**src/rtl/fifo_pkg.sv**
```systemverilog
// Shared types and helpers for the FIFO read-side stream adapter.
// Occupancy is modelled as an enum so the skid buffer reads as a small state machine.
package fifo_pkg;

  localparam int BUF_DEPTH = 3;
  localparam int PTR_W     = 2;
  localparam int OCC_W     = 2;

  typedef enum logic [OCC_W-1:0] {
    OCC_EMPTY = 2'd0,
    OCC_ONE   = 2'd1,
    OCC_TWO   = 2'd2,
    OCC_FULL  = 2'd3
  } occ_t;

  typedef logic [PTR_W-1:0] ptr_t;

  // Pointers wrap at the buffer depth rather than at the natural 2-bit limit.
  function automatic ptr_t ptr_next(input ptr_t p);
    return (p == ptr_t'(BUF_DEPTH - 1)) ? '0 : p + ptr_t'(1);
  endfunction

  // True when a new pop cannot overrun the buffer once the in-flight word lands.
  function automatic logic room_for_pop(input occ_t occ, input logic inflight);
    return ({1'b0, occ} + {2'b00, inflight}) < 3'(BUF_DEPTH);
  endfunction

endpackage

```
**src/rtl/fifo_rd_skid_buf.sv**
```systemverilog
// Three-entry circular buffer that absorbs the FIFO read latency.
// Occupancy follows EMPTY/ONE/TWO/FULL: +1 on push, -1 on pop, EMPTY on clear.
module fifo_rd_skid_buf
  import fifo_pkg::*;
#(
  parameter int DWIDTH = 8
) (
  input  logic              clk,
  input  logic              rst,
  input  logic              push,
  input  logic [DWIDTH-1:0] push_data,
  input  logic              pop,
  input  logic              clear,
  output logic [OCC_W-1:0]  occ,
  output logic [DWIDTH-1:0] head_data
);

  logic [DWIDTH-1:0] mem [BUF_DEPTH];
  ptr_t              rp;
  ptr_t              wp;
  occ_t              occ_q;
  logic              push_ok;
  logic              pop_ok;

  // Guard against protocol misuse so occupancy can never leave 0..3.
  assign pop_ok  = pop && (occ_q != OCC_EMPTY);
  assign push_ok = push && ((occ_q != OCC_FULL) || pop_ok);

  // NOTE: storage is reset because the head word drives m_data, which must read 0 out of reset.
  always_ff @(posedge clk or posedge rst) begin
    if (rst) begin
      for (int i = 0; i < BUF_DEPTH; i++) begin
        mem[i] <= '0;
      end
    end else if (push_ok && !clear) begin
      mem[wp] <= push_data;
    end
  end

  // NOTE: all sequential state uses non-blocking assignments so every flop sees pre-edge values.
  always_ff @(posedge clk or posedge rst) begin
    if (rst) begin
      rp    <= '0;
      wp    <= '0;
      occ_q <= OCC_EMPTY;
    end else if (clear) begin
      rp    <= '0;
      wp    <= '0;
      occ_q <= OCC_EMPTY;
    end else begin
      if (push_ok) wp <= ptr_next(wp);
      if (pop_ok)  rp <= ptr_next(rp);
      unique case (occ_q)
        OCC_EMPTY: if (push_ok) occ_q <= OCC_ONE;
        OCC_ONE: begin
          if (push_ok && !pop_ok)      occ_q <= OCC_TWO;
          else if (pop_ok && !push_ok) occ_q <= OCC_EMPTY;
        end
        OCC_TWO: begin
          if (push_ok && !pop_ok)      occ_q <= OCC_FULL;
          else if (pop_ok && !push_ok) occ_q <= OCC_ONE;
        end
        OCC_FULL: if (pop_ok && !push_ok) occ_q <= OCC_TWO;
      endcase
    end
  end

  assign occ       = occ_q;
  assign head_data = mem[rp];

endmodule

```
**src/rtl/fifo_rd_stream.sv**
```systemverilog
// Read-side adapter: pops the synchronous FIFO and presents its words as a valid/ready stream.
// Optional handshake counter on xfer_count is enabled by defining FIFO_RD_STATS_EN.
module fifo_rd_stream
  import fifo_pkg::*;
#(
  parameter int DWIDTH = 8,
  parameter int CWIDTH = 16
) (
  input  logic              clk,
  input  logic              rst,
  input  logic              fifo_empty,
  output logic              fifo_rd_en,
  input  logic [DWIDTH-1:0] fifo_data,
  input  logic              flush,
  output logic              m_valid,
  input  logic              m_ready,
  output logic [DWIDTH-1:0] m_data
`ifdef FIFO_RD_STATS_EN
  ,
  output logic [CWIDTH-1:0] xfer_count
`endif
);

  logic             inflight;
  logic [OCC_W-1:0] occ;
  occ_t             occ_s;
  logic             push;
  logic             xfer;

  assign occ_s = occ_t'(occ);

  // Pop decision uses only registered state, so no path exists from m_ready.
  assign fifo_rd_en = !rst && !fifo_empty && !flush && room_for_pop(occ_s, inflight);

  // No pop is issued during a flush, so the only word that can arrive then is the one
  // popped just before it; gating capture with flush drops exactly that word.
  assign push = inflight && !flush;

  assign m_valid = (occ_s != OCC_EMPTY);
  assign xfer    = m_valid && m_ready;

  always_ff @(posedge clk or posedge rst) begin
    if (rst) inflight <= 1'b0;
    else     inflight <= fifo_rd_en;
  end

  fifo_rd_skid_buf #(
    .DWIDTH (DWIDTH)
  ) u_skid (
    .clk       (clk),
    .rst       (rst),
    .push      (push),
    .push_data (fifo_data),
    .pop       (xfer),
    .clear     (flush),
    .occ       (occ),
    .head_data (m_data)
  );

`ifdef FIFO_RD_STATS_EN
  // Flush does not clear the count; a handshake in the flush cycle still counts.
  always_ff @(posedge clk or posedge rst) begin
    if (rst)       xfer_count <= '0;
    else if (xfer) xfer_count <= xfer_count + CWIDTH'(1);
  end
`endif

endmodule

```
**config.mk**
```make
export PLATFORM = sky130hd
export DESIGN_NAME = fifo_rd_stream
export DESIGN_NICKNAME = d
export VERILOG_FILES = /design/src/rtl/fifo_pkg.sv /design/src/rtl/fifo_rd_skid_buf.sv /design/src/rtl/fifo_rd_stream.sv
export SDC_FILE = /design/constraint.sdc
export NUM_CORES = 1
export LEC_CHECK = 0
export CAP_MARGIN = 20
export CORE_MARGIN = 4
export CORE_UTILIZATION = 47
export DETAILED_ROUTE_END_ITERATION = 8
export PLACE_DENSITY = 0.74
export SKIP_LAST_GASP = 1
export SLEW_MARGIN = 0
export SYNTH_ARGS = -nofsm -noshare
export SYNTH_HDL_FRONTEND = slang
export SYNTH_SLANG_ARGS = --single-unit
```
**constraint.sdc**
```tcl
create_clock -name clk -period 1.67 [get_ports clk]
set_input_delay 0.334 -clock clk [delete_from_list [all_inputs] [get_ports clk]]
set_output_delay 0.334 -clock clk [all_outputs]
set_load 0.005 [all_outputs]
```
**Word level (Yosys, flattened, before mapping)**

Cells that the tools add are included.

- Word-level logic and storage cells: 68
- Output and inout port bits: 10
- Register bits after elaboration: 31

- Bitwise gates (word level): 2
- Order comparisons: 4
- Add/sub/neg operators: 3
- Multiplexer cells: 20
- Equality and inequality tests: 10
- Reduce and logical (&&, ||, !) cells: 22

Operators by type and width:

| operator | number |
|---|---|
| $mux 2 | 13 |
| $bwmux 24 | 1 |
| $mux 8 | 3 |
| $bmux 8 s2 | 1 |
| $demux 8 s2 | 1 |
| $logic_and 1x1->1 | 11 |
| $eq 2x2->1 const B | 4 |
| $ne 4x2->1 const B | 2 |
| $pmux 2 s4 | 1 |
| $ge 3x3->1 const B | 2 |
| $ne 3x2->1 const B | 2 |
| $not 2->3 | 2 |
| $reduce_bool 2->1 | 3 |
| $logic_not 1->1 | 5 |
| $add 2x1->2 const B | 2 |
| $reduce_and 4->1 | 1 |
| $add 2x1->3 | 1 |
| $lt 3x1->1 const B | 1 |
| $lt 3x2->1 const B | 1 |
| $eq 2x1->1 const B | 1 |
| $logic_not 2->1 | 1 |
| $ne 2x2->1 const B | 1 |
| $logic_or 1x1->1 | 1 |

**Longest topological paths before layout**

Gate-level depths: netlist of the first run.

- Depth in word-level cells: 11
- Mapped depth: 7

**Modules after synthesis**

Synthesis of the first run repeated with hierarchy kept, for this count alone.

- Cell total of the unflattened synthesis: 124
- Area total of the unflattened synthesis: 1534.0 um^2

By module, submodules not included:

| module | instances | cells each | sequential area each (um^2) | area each (um^2) |
|---|---|---|---|---|
| fifo_rd_skid_buf | 1 | 115 | 750.7 | 1448.9 |
| fifo_rd_stream | 1 | 9 | 25.0 | 85.1 |

**Worst setup path after synthesis of the first run**

No wires, ideal clock.

- Path kind: flip-flop to output port
- From: reg inflight
- To: out fifo_rd_en
- Path slack: -0.020 ns
- Arrival: 1.356 ns
- Stages on the path, launching flop included: 5
- Cell sequence: dfrtp_1 > ha_1 > ha_1 > or4_1 > a21oi_1

- Cells in the longest elaborated chain, start to end: 3

Ends and longest elaborated chain:

| what | RTL line | RTL |
|---|---|---|
| from (decl) | fifo_rd_stream.sv:24 | `logic inflight;` |
| from (signal assigned) | fifo_rd_stream.sv:44 | `else inflight <= fifo_rd_en;` |
| $add 2x1->3 | fifo_pkg.sv:25 | `return ({1'b0, occ} + {2'b00, inflight}) < 3'(BUF_DEPTH);` |
| $lt 3x2->1 | fifo_pkg.sv:25 |  |
| $logic_and 1x1->1 | fifo_rd_stream.sv:33 | `assign fifo_rd_en = !rst && !fifo_empty && !flush && room_for_pop(occ_s, inflight);` |
| to (decl) | fifo_rd_stream.sv:12 | `output logic fifo_rd_en,` |

No other way between the ends.

**Worst setup path after layout of the first run**

- From: reg u_skid.occ_q[0] (netlist: u_skid.occ[0])
- To: reg inflight

- Cells in the longest elaborated chain, start to end: 3

Ends and longest elaborated chain:

| what | RTL line | RTL |
|---|---|---|
| from (decl) | fifo_rd_skid_buf.sv:21 | `occ_t occ_q;` |
| from (signal assigned) | fifo_rd_skid_buf.sv:45 | `occ_q <= OCC_EMPTY;` |
| from (signal assigned) | fifo_rd_skid_buf.sv:49 | `occ_q <= OCC_EMPTY;` |
| from (signal assigned) | fifo_rd_skid_buf.sv:54 | `OCC_EMPTY: if (push_ok) occ_q <= OCC_ONE;` |
| $add 2x1->3 | fifo_pkg.sv:25 |  |
| $lt 3x2->1 | fifo_pkg.sv:25 |  |
| $logic_and 1x1->1 | fifo_rd_stream.sv:33 |  |

No other way between the ends.
A chain may end at the register's enable or synchronous reset.

==> impl_metrics.ini, run 1 <==
[route]
drc = 0
wirelength_mm = 3.50
via_count = 1143
drt-initial-drc-count = 38
via_per_inst = 5.15
antenna_left = 0
dr.pass1.iters = 4
wire_per_inst_um = 15.8

[cells_and_area]
multiInputGateArea_um2 = 752
drive_above_1_share_pct = 50.6
nNetsFinal = 194
seqCellArea_um2 = 777
num_antenna_cells = 0
final_util_pct = 69.2
synthToLayoutAreaGrowth_pct = 40.7
n_fill_cell = 233
final_cells = 222

[placement]
gp_congestion = 0.745
dp.cells = 199
place_hpwl_mm = 2.27
io_buffers = 22

[clock_network]
cts_max_path_buffers = 2
htree_levels = 2
cts_tree = yes
cts_sinks = 31
numCtsBuffers = 5
clkLatencyLatePin_ns = 0.33
ctsRootBufferMaster = clkbuf_4
path_clk_slew_ns = 0.10
hold_buffers = 0

[grt]
grt_overflow = 0
grt_max_degree = 32
grt_pass1_vias = 1304
grt_usage_pct = 19.4
antenna_found_initial = 0
grt_first_pass_wirelength_mm = 5.99

[outcome]
failed_checks = negative setup slack
outcome = finished, violations left

[sta]
hold_viol = 0
clock.fmax_mhz = 459
period_share_pct = 130
setup-tns-final_ns = -1.69
fin_skew_ns = 0.00385
worst_pin_slew_ns = 0.383
maxSlewViolCount = 0
finalSetupViolCount = 11
fin_crit_ns = 2.18
fin_ws_ns = -0.508
relSlewSlack_pct = 74.5
rsz0062_at_grt = true

[yosys]
yosys.area.top_type_share_pct = 51.2
synth_edf_count = 0
synth_common_cells = 31 x dfrtp_1, 24 x mux2_2, 10 x nand2_1, 8 x mux2i_1, 7 x o21ai_0
synth_area_um2 = 1510
synth_nets = 140
ys_types = 28
synth_warnings = 0
synth_most_common_cell = dfrtp_1
yosysSeqAreaShare_pct = 51.2
ys.flop_type = dfrtp_1
yosys.area.top_type = dfrtp_1
async_flop_share_pct = 100
syn_avg_cell_area_um2 = 12.3
synthTopCellsByArea = dfrtp_1 51%, mux2_2 18%, mux2i_1 5.3%
netlist_instances = 123
ys_ff_latch = 31

[setup_path]
end_kind = flop
worst-setup-path-type = reg2reg
arrival_ns = 2.46
cp.required_ns = 1.95
worst-path-max-fanout = 2
startpoint_type = flop

[floorplan]
die-height_um = 64.8
start_util_pct = 49.2
core_um2 = 3080
die_area_um2 = 4190
num_rows = 20
die_x_um = 64.8
io_pins = 23

[flow_run]
maxCapViolations = 0

[power_and_ir_drop]
power_w = 0.00185
peakVddDrop_mv = 0.663
p_leak_nw = 1.04
powerDensity_nw_per_um2 = 869

[worst_hold_path]
hold_class = in2async
-- stage by stage --
step / hold slack [ns] / setup WS, ns / instance area (um2)
after floorplan: 0.438 / 0.0139 / 1520
after global placement: 0.486 / -0.645 / 1900
after detailed placement: 0.493 / -0.645 / 1900
after CTS: 0.411 / -0.448 / 2120
after global routing: 0.443 / -0.583 / 2130
final: 0.415 / -0.508 / 2130
-- state kept, by name (all words and copies together) (netlist names) --
name,flops
u_skid.rp,2
u_skid.occ,2
u_skid.wp,2
u_skid.mem,24
inflight,1
-- worst max-delay path, stage by stage (launching register included) --
cell and delay (ns):
dfrtp_1 0.40, ha_2 0.19, ha_2 0.16, or4_4 0.42, a21oi_4 0.15, buf_6 0.11
buf_4 0.09, buf_4 0.09, buf_4 0.09, buf_4 0.08, buf_4 0.09, buf_4 0.09
buf_4 0.09, buf_4 0.09
-- placed cells by master (no fill, tap or decap), types with 2 or more instances in the layout --
cell,Yosys,layout
ha_1,4,2
nor2_1,2,2
clkbuf_4,0,5
nand3_2,2,2
a21oi_1,6,5
nand2_1,10,10
buf_4,0,19
nor3_2,1,3
o21ai_0,7,2
o21ai_1,0,4
ha_2,0,2
clkdlybuf4s50_1,0,12
inv_1,2,2
dfrtp_1,31,30
buf_6,0,10
o21ai_2,1,2
o22ai_1,3,3
nand2b_1,3,3
mux2i_1,8,7
mux2_2,24,24
buf_2,4,9
-- cells by family (layout without fill, tap and decap cells) --
family | count (synthesis) | after routing | share of synthesized area, %
mux | 32 | 32 | 23.1
flops | 31 | 31 | 51.2
simple gates | 31 | 31 | 13.5
compound gates | 18 | 18 | 6.78
buf+inv | 7 | 62 | 2.07
fa+ha+maj | 4 | 4 | 3.31
-- cell type report --
class | count | share of cell area, %
clock inverters | 2 | 1.65
flip-flops and latches | 31 | 36.5
clock buffers | 6 | 2.41
inverters | 2 | 0.353
repair buffers | 52 | 21.2
well taps | 44 | 2.59
multi-input cells | 85 | 35.3
-- what timing repair did --
action                                  CTS  global route
setup buffers                            19             1
cloned                                    0             0
resized for setup                        58             8
pin swaps                                 4             6
endpoints found under the setup margin   10            13
-- per-layer routing --
layer | GRT usage (%) | vias to the layer above | share of wire [%]
met5 | 0 | - | 0
met3 | 5.03 | 7 | 4.1
met4 | 8.97 | 0 | 2.4
li1 | - | 550 | -
met2 | 33.6 | 26 | 55
met1 | 22.2 | 560 | 39
-- power by group --
part           internal [W]  switching, W  total, W
Clock              0.000354      0.000259  0.000613
Sequential         0.000833     0.0000471  0.000880
Combinational      0.000213      0.000145  0.000358
-- path summary, 6_finish.rpt --
kind                           startpoint              to  slack (ns)  cells after the start
setup / recovery            u_skid.occ[0]        inflight       -0.51                     13
hold / removal                        rst   u_skid.occ[0]        0.42                      3
setup reg to reg            u_skid.occ[0]        inflight       -0.51                     13
hold reg to reg            u_skid.mem[21]  u_skid.mem[21]        0.51                      1
max in group asynchronous             rst    u_skid.rp[0]        0.95                      3
min in group clk           u_skid.mem[21]  u_skid.mem[21]        0.51                      1
(Power assumes the default switching activity.)
==> run 2: changes to the inputs <==
Settings changed: CAP_MARGIN 20 to 5.
==> results of run 2 <==
No change in the layout: final DEF, timing and power equal those of run 1.
==> run 3: changes to the inputs <==
Settings changed: RECOVER_POWER set to 100.
==> run 3 against run 2 <==
  * The flow still finishes with violations (negative setup slack)
  * Clock power is essentially flat
  * First-iteration DRC count shrank 18%
  * Clock-buffer cell count is the same
  * Register-to-register slack is essentially flat
  * Critical path depth is the same
  * Global-route usage is the same
  * Hold slack gained 0.098 ns
  * Die area is the same
  * Cell count is the same
  * Routed wire length grew 0.66%
==> impl_metrics.ini, run 3 (same netlist as run 1, synthesis figures left out) <==
[grt]
grt_first_pass_wirelength_mm = 5.99
grt_pass1_vias = 1304
antenna_found_initial = 0
grt_usage_pct = 19.4
grt_max_degree = 32
grt_overflow = 0

[clock_network]
cts_tree = yes
cts_sinks = 31
numCtsBuffers = 5
ctsRootBufferMaster = clkbuf_4
path_clk_slew_ns = 0.10
htree_levels = 2
clkLatencyLatePin_ns = 0.33
cts_max_path_buffers = 2

[sta]
worst_pin_slew_ns = 0.757
maxSlewViolCount = 0
rsz0062_at_grt = true
clock.fmax_mhz = 459
whs_ns = 0.513
fin_skew_ns = 0.00448
fin_ws_ns = -0.509
hold_viol = 0
period_share_pct = 130
finalSetupViolCount = 27
fin_crit_ns = 2.18
relSlewSlack_pct = 49.5

[cells_and_area]
mostFrequentLayoutCells = 31 x dfrtp_1, 24 x mux2_2, 17 x buf_4
drive_above_1_share_pct = 48.3
final_util_pct = 68.0
nNetsFinal = 194
n_fill_cell = 238
num_antenna_cells = 0
layout_commonest_cell = dfrtp_1
final_cells = 222
synthToLayoutAreaGrowth_pct = 38.3
largest_reg_flops = 24
largest-register = u_skid.mem
stdcell_area_um2 = 2090

[setup_path]
arrival_ns = 2.46
r2r_cells = 13
cp.required_ns = 1.95
worst-path-max-fanout = 2
slowest_delay_ns = 0.42
crit_end = inflight
end_kind = flop
r2r-end = inflight
crit_slowest_cell = or4_4
startpoint_type = flop
worst-setup-path-type = reg2reg
crit_chain = ha_2, ha_2, or4_4, a21oi_4, buf_6, buf_4, buf_4, buf_4, buf_4, buf_4, buf_4, buf_4, buf_4
rr_startpoint = u_skid.occ[0]
startpoint = u_skid.occ[0]
crit_path_frequent_cell = buf_4
r2r_slack_ns = -0.51

[route]
wire_per_inst_um = 15.9
wirelength_mm = 3.53
drc = 0
via_per_inst = 5.19
antenna_left = 0
dr.pass1.iters = 4
drt-initial-drc-count = 31
via_count = 1153

[placement]
placed_cell_area_um2 = 1900
gp_congestion = 0.745
post-place-ws_ns = -0.645
place_hpwl_mm = 2.27
dp.cells = 199
io_buffers = 22

[floorplan]
num_rows = 20
die-height_um = 64.8
die_area_um2 = 4190
core_um2 = 3080
io_pins = 23
start_util_pct = 49.2
die_x_um = 64.8

[power_and_ir_drop]
power_switching_share_pct = 24.4
pwr-share-clk_pct = 33.3
intPower_w = 0.00140
peakVddDrop_mv = 0.650
p_switching_w = 0.000451
combPwrFrac_pct = 19.2
powerDensity_nw_per_um2 = 882
p_leak_nw = 1.03
seq_power_share_pct = 47.6

[outcome]
outcome = finished, violations left
failed_checks = negative setup slack

[worst_hold_path]
hold_class = reg2reg

[flow_run]
maxCapViolations = 0
==> run 3: changes by cell type in the layout (fill, tap and decap cells not counted), sizes merged <==
cell    change
buf         -4
clkbuf      +4
==> run 3: worst min path at each step <==
stage,end,cells after the start,from,slack [ns]
3_5_place_dp,u_skid.mem[8],1,u_skid.mem[8],0.49
3_3_place_gp,u_skid.mem[18],1,u_skid.mem[18],0.49
6_report,u_skid.mem[21],1,u_skid.mem[21],0.51
2_1_floorplan,inflight,1,rst,0.44
4_1_cts,u_skid.mem[10],3,rst,0.41
5_1_grt,u_skid.mem[2],1,u_skid.mem[2],0.54
==> run 3: stage by stage <==
stage | setup TNS (ns) | total power (W)
global route | -7.50 | 0.00194
global placement | -5.25 | 0.00123
detailed placement | -6.31 | 0.00126
finish | -4.68 | 0.00185
CTS | -1.81 | 0.00186
floorplan | 0 | 0.00106
==> run 3: repair_timing <==
action,in CTS,in global routing
pin swaps,4,6
endpoints found under the setup margin,10,13
resized for setup,58,8
hold buffers,0,0
setup buffers,19,1
==> run 3: area by class of cell <==
class	count	area, um2	share of cell area (%)
tap	44	55.1	2.63
timing repair buffer	52	427	20.4
sequential	31	776	37.1
clock inverter	2	35.0	1.67
clock buffer	6	51.3	2.45
multi-input combinational	85	742	35.4
inverter	2	7.51	0.359
==> run 3: power groups by stage <==
stage	registers [W]	logic, W	clock network (W)
2_1_floorplan	0.000877	0.000184	0
3_3_place_gp	0.000882	0.000352	0
3_5_place_dp	0.000892	0.000366	0
4_1_cts	0.000878	0.000362	0.000625
5_1_grt	0.000890	0.000394	0.000654
6_report	0.000879	0.000354	0.000614
==> run 3: critical path: cells and delay by family (launching register included) <==
kind | cells | cell delay [ns]
buffers and inverters | 9 | 0.82
adder cells (fa/ha/maj) | 2 | 0.35
AND/OR/NAND/NOR | 1 | 0.42
AO/OA/AOI/OAI | 1 | 0.15
flip-flops | 1 | 0.40
==> run 3: routing by layer <==
metal  GRT usage (%)  up-vias  routed length, um  part of all wire, %
met1            22.2      576               1430                   41
met4            8.97        0                 79                  2.2
met2            33.6       22               1880                   53
met5               0        -                  0                    0
li1                -      548                  -                    -
met3            5.03        7                127                  3.6
